**config.mk**
```make
export PLATFORM = sky130hd
export DESIGN_NAME = fetch_stage
export DESIGN_NICKNAME = d
export VERILOG_FILES = /design/src/rtl/fetch_stage.sv
export SDC_FILE = /design/constraint.sdc
export NUM_CORES = 1
export LEC_CHECK = 0
export CORE_ASPECT_RATIO = 1.2
export CORE_UTILIZATION = 50
export CTS_CLUSTER_SIZE = 40
export DETAILED_ROUTE_END_ITERATION = 10
export PLACE_DENSITY_LB_ADDON = 0.2
export SLEW_MARGIN = 20
export SYNTH_ARGS = -nofsm -noshare
export SYNTH_HDL_FRONTEND = slang
export SYNTH_SLANG_ARGS = --single-unit
```
**constraint.sdc**
```tcl
create_clock -name clk -period 3.2 [get_ports clk]
set_input_delay 0.96 -clock clk [delete_from_list [all_inputs] [get_ports clk]]
set_output_delay 0.96 -clock clk [all_outputs]
set_load 0.05 [all_outputs]
```
**src/rtl/fetch_stage.sv**
```systemverilog
// fetch_stage: IF stage and IF/ID pipeline register of the 16-bit pipelined CPU.
//
// The block holds the PC and drives instruction-memory fetches. It registers the
// fetched word and its PC for the ID stage. It also applies redirect, flush, halt
// and stall requests.
//
// Ports
//   clk            rising-edge clock
//   reset          synchronous, active-low reset
//   stall          hazard unit: hold PC and IF/ID this cycle
//   pc_op          control: redirect PC (branch taken or jump)
//   b_jmp          control: 1 = branch target, 0 = jump target
//   if_flush       control: discard the word being fetched
//   halt           control: stop fetching
//   imem_addr      byte address of the fetch (= pc_q)
//   imem_req       fetch request
//   imem_rdata     instruction word, valid when imem_ready = 1
//   imem_ready     memory returned imem_rdata this cycle
//   id_instr       IF/ID instruction
//   id_pc          IF/ID PC of id_instr
//   id_valid       0 = id_instr is a bubble
//   opcode         id_instr[15:12]
//   function_code  id_instr[3:0]
//   halted         CPU stopped; sticky until reset
module fetch_stage #(
    parameter logic [15:0] RESET_PC  = 16'h0000,
    parameter logic [15:0] NOP_INSTR = 16'hF000
) (
    input  logic        clk,
    input  logic        reset,
    input  logic        stall,
    input  logic        pc_op,
    input  logic        b_jmp,
    input  logic        if_flush,
    input  logic        halt,
    output logic [15:0] imem_addr,
    output logic        imem_req,
    input  logic [15:0] imem_rdata,
    input  logic        imem_ready,
    output logic [15:0] id_instr,
    output logic [15:0] id_pc,
    output logic        id_valid,
    output logic [3:0]  opcode,
    output logic [3:0]  function_code,
    output logic        halted
);

    typedef enum logic {RUN, HALTED} state_t;

    state_t             state_q;
    logic        [15:0] pc_q;
    logic        [15:0] instr_p1;
    logic        [15:0] pc_p1;
    logic               vld_p1;

    logic signed [15:0] br_disp;
    logic signed [15:0] jmp_disp;
    logic        [15:0] br_target;
    logic        [15:0] jmp_target;

    // The target is pc + 2 + (displacement << 1), computed modulo 2^16.
    // Bit 0 is forced low so that pc_q always stays halfword aligned.
    function automatic logic [15:0] rel_target(input logic [15:0] base,
                                               input logic signed [15:0] disp);
        logic [15:0] sum;
        sum = base + 16'd2 + ($unsigned(disp) << 1);
        return {sum[15:1], 1'b0};
    endfunction

    assign br_disp    = {{8{instr_p1[7]}}, instr_p1[7:0]};
    assign jmp_disp   = {{4{instr_p1[11]}}, instr_p1[11:0]};
    assign br_target  = rel_target(pc_p1, br_disp);
    assign jmp_target = rel_target(pc_p1, jmp_disp);

    // IF stage: PC register, control state and fetch request
    always_ff @(posedge clk) begin
        if (!reset) begin
            state_q  <= RUN;
            pc_q     <= RESET_PC;
            instr_p1 <= NOP_INSTR;
            pc_p1    <= 16'h0000;
            vld_p1   <= 1'b0;
        end else if (state_q == RUN) begin
            if (stall) begin
                // A stalled cycle holds everything.
                // Control re-asserts its requests once the stall drops.
                state_q <= RUN;
            end else if (halt) begin
                state_q  <= HALTED;
                instr_p1 <= NOP_INSTR;
                vld_p1   <= 1'b0;
            end else if (pc_op) begin
                pc_q     <= b_jmp ? br_target : jmp_target;
                instr_p1 <= NOP_INSTR;
                vld_p1   <= 1'b0;
            end else if (if_flush) begin
                // The word is dropped.
                // The fetch still counts as done if memory answered.
                if (imem_ready) pc_q <= pc_q + 16'd2;
                instr_p1 <= NOP_INSTR;
                vld_p1   <= 1'b0;
            end else if (imem_ready) begin
                pc_q     <= pc_q + 16'd2;
                instr_p1 <= imem_rdata;
                pc_p1    <= pc_q;
                vld_p1   <= 1'b1;
            end else begin
                // On a miss the same address is requested again next cycle.
                instr_p1 <= NOP_INSTR;
                vld_p1   <= 1'b0;
            end
        end
    end

    // IF/ID boundary: outputs presented to the ID stage and control
    assign imem_addr     = pc_q;
    assign imem_req      = reset && (state_q == RUN);
    assign id_instr      = instr_p1;
    assign id_pc         = pc_p1;
    assign id_valid      = vld_p1;
    assign opcode        = instr_p1[15:12];
    assign function_code = instr_p1[3:0];
    assign halted        = (state_q == HALTED);

endmodule

```
==> qor.csv <==
metric,value,unit
combined global-route utilization of all metal layers,25.0,%
"most common cell after layout, fill and taps aside",sky130_fd_sc_hd__clkdlybuf4s50_1,
share of the clock period used by the worst path,92.2,%
multiplexer area fraction after synthesis,1.23,%
routed wire length on met3,371,um
max-slew violations,0,
Fill cells,510,
wire length of the first global-routing pass,13.2,mm
pin count of the biggest net entering global routing,49,
number of antenna violations at the first check in global routing,0,
Clock Pin Slew Worst Setup and Hold Paths,80,ps
final count of hold timing violations,0,
Chip Width,75.5,um
Peak supply drop,0.190,mV
area of the mapped netlist,3240,sq um
aggregate global routing overflow,0,
kind of launch point of the worst setup path,input port,
clk buf depth,2,
PnR Total Power,1.14,mW
root buffer cell,sky130_fd_sc_hd__clkbuf_8,
"Async S/R FF share, synth",0,%
number of antenna repair diodes,0,
xor and xnor fraction of the mapped netlist area,5.94,%
type of element capturing the critical path,output port,
hold slack,476,ps
"Data required, critical path",2240,ps
number of nets with antenna violations after detailed routing,0,
CTS HTree Levels,2,
Slew @ Worst Pin,523,ps
area overhead of the layout relative to synthesis,27.7,%
number of synthesized flops with an enable pin,0,
part of the Yosys area used for sequential elements,29.6,%
Worst Skew,3.81,ps
routed wl met2,4.40,mm
final wirelength,8.49,mm
Top Ports,83,
combinational family with the most area after synthesis,compound AO/OA/AOI/OAI gates,
number of endpoints failing setup at the final stage,0,
number of placement rows,31,
"leading cell types in the layout, fill and taps excluded","sky130_fd_sc_hd__clkdlybuf4s50_1 (79), sky130_fd_sc_hd__nand2_1 (52), sky130_fd_sc_hd__dfxtp_1 (48)",
number of optimization iterations in the first detailed-route pass,5,
final RePlAce weighted congestion,0.851,
post-synthesis area per instance,8.36,sq um
number of max-capacitance violations reported,0,
uppermost signal routing layer after detailed routing,met4,
cts bufs inserted,5,
setup fix buffers added after clock tree synthesis,0,
starting density of the core,52.6,%
CTS tree,yes,
mean routed wirelength per cell,15.7,um
Detail Placement HPWL,6.29,mm
critical setup path kind,in -> out,
"Max FO, Critical Path",4,
"Net count, final",501,
RSZ-0062 raised after global routing,no,
number of vias in the routed layout,3107,
number of global-route vias before repair,2774,
Vias/cell,5.74,
simple-gate area share of the yosys netlist,23.0,%
crit path time final,2950,ps
layout cells sized above 1,8.71,%
class of the tightest hold or removal check,reg -> reg,
# port buffers,80,
Slew Limit Headroom,65.0,%
PwrDens,276,nW/um^2
y dimension of the die,90.2,um
commonest register cell after synthesis,sky130_fd_sc_hd__dfxtp_1,
Unique masters post-synth,65,
compound-cell area share of the yosys netlist,25.3,%
data arrival at the endpoint of the critical path,1990,ps
overall die area,6820,sq um
source-to-sink clock delay at the later pin of the worst-skew pair,300,ps
DRC violations left,0,
number of cells produced by synthesis,388,
Yosys warning total,0,
M1 WL,3.57,mm
run status,"finished, final reports clean",
Fmax,339,MHz
Synth Register Bits,48,
placeable core region,6170,sq um
"post-synthesis share of cell area spent on full adders, half adders and majority gates",7.17,%
number of DRC markers in iteration 0,216,
Clock Sinks,48,
leakage component of the power,1.58,nW
-- cells in the mapped netlist, types with 2 or more instances --
cell / count / area, sq um
sky130_fd_sc_hd__a21oi_1: 13 / 65.1
sky130_fd_sc_hd__a221oi_1: 2 / 17.5
sky130_fd_sc_hd__and3_1: 6 / 37.5
sky130_fd_sc_hd__o221a_2: 2 / 22.5
sky130_fd_sc_hd__xor2_1: 8 / 70.1
sky130_fd_sc_hd__nor2_1: 19 / 71.3
sky130_fd_sc_hd__nor3b_1: 3 / 22.5
sky130_fd_sc_hd__and2_1: 5 / 31.3
sky130_fd_sc_hd__a31oi_1: 7 / 43.8
sky130_fd_sc_hd__a21boi_1: 16 / 120
sky130_fd_sc_hd__buf_4: 15 / 113
sky130_fd_sc_hd__a22oi_1: 12 / 90.1
sky130_fd_sc_hd__o211ai_2: 3 / 37.5
sky130_fd_sc_hd__dfxtp_1: 48 / 961
sky130_fd_sc_hd__nor2b_1: 15 / 93.8
sky130_fd_sc_hd__ha_1: 17 / 213
sky130_fd_sc_hd__o21ai_0: 14 / 70.1
sky130_fd_sc_hd__a41oi_1: 2 / 17.5
sky130_fd_sc_hd__o31ai_1: 4 / 30.0
sky130_fd_sc_hd__nand4_1: 6 / 37.5
sky130_fd_sc_hd__xnor2_1: 14 / 123
sky130_fd_sc_hd__or3_1: 3 / 18.8
sky130_fd_sc_hd__inv_1: 14 / 52.6
sky130_fd_sc_hd__o221ai_1: 2 / 17.5
sky130_fd_sc_hd__a211oi_1: 3 / 22.5
sky130_fd_sc_hd__and4_1: 5 / 43.8
sky130_fd_sc_hd__o21a_1: 4 / 30.0
sky130_fd_sc_hd__nand2_1: 52 / 195
sky130_fd_sc_hd__mux2i_1: 4 / 40.0
sky130_fd_sc_hd__o21ai_1: 6 / 30.0
sky130_fd_sc_hd__o22ai_1: 4 / 25.0
sky130_fd_sc_hd__a21o_1: 2 / 15.0
sky130_fd_sc_hd__buf_6: 2 / 22.5
sky130_fd_sc_hd__clkbuf_1: 9 / 33.8
sky130_fd_sc_hd__a21boi_0: 3 / 22.5
sky130_fd_sc_hd__nand3_1: 13 / 65.1
sky130_fd_sc_hd__a21o_2: 2 / 17.5
sky130_fd_sc_hd__and3b_1: 2 / 17.5
-- cell families (layout without fill, tap and decap cells) --
kind of cell	after synthesis	count (layout)
flops	48	48
other cells	1	2
mux	4	4
compound gates	112	112
simple gates	140	140
fa+ha+maj	18	18
buf+inv	43	113
xor+xnor	22	22
-- cell type report --
type / count / area (sq um) / share of cell area [%]
flip-flops and latches: 48 / 961 / 23.2
repair buffers: 92 / 901 / 21.7
well taps: 82 / 103 / 2.48
multi-input cells: 298 / 2050 / 49.4
inverters: 14 / 52.6 / 1.27
clock buffers: 6 / 72.6 / 1.75
clock inverters: 1 / 5.00 / 0.121
-- routing by layer --
| layer | GRT usage, % | vias up |
|---|---|---|
| met5 | 0 | - |
| met2 | 42.6 | 107 |
| met3 | 3.36 | 14 |
| met4 | 8.02 | 0 |
| met1 | 31.6 | 1466 |
| li1 | - | 1520 |
-- registers in the layout (all words and copies together) (netlist names) --
name / flops
id_instr: 16
id_pc: 15
imem_addr: 15
halted: 1
id_valid: 1
-- where the power goes --
part | switching, mW | internal [mW]
logic | 0.0999 | 0.0742
clock network | 0.202 | 0.149
registers | 0.0122 | 0.605
total | 0.314 | 0.829
-- final timing paths --
path,start,to,slack [ps],cells past startpoint
setup / recovery,reset,imem_req,250,3
hold / removal,id_valid,id_valid,480,2
setup reg to reg,id_pc[6],imem_addr[15],300,13
hold reg to reg,id_valid,id_valid,480,2
-- what timing repair did --
| action | 4_1_cts | 5_1_grt |
|---|---|---|
| endpoints found under the setup margin | 0 | 2 |
| hold buffers | 0 | 0 |
| gates resized for setup | 0 | 1 |
-- critical path: stages --
cell and delay, ps:
sky130_fd_sc_hd__clkdlybuf4s50_1 590, sky130_fd_sc_hd__nor2b_1 270, sky130_fd_sc_hd__buf_12 170
-- through the flow --
stage          util, %  worst slack [ps]  TNS (ps)  std cells  cell area [sq um]
6_report          67.2               251         0        541               4140
5_1_grt           67.2              30.2         0        541               4140
4_1_cts           67.1               198         0        541               4140
3_5_place_dp      65.8              -104      -154        534               4060
3_3_place_gp      65.8              28.5         0        534               4060
2_1_floorplan        -               174         0        389               3250
No activity file was read; power rests on OpenSTA's default activity.
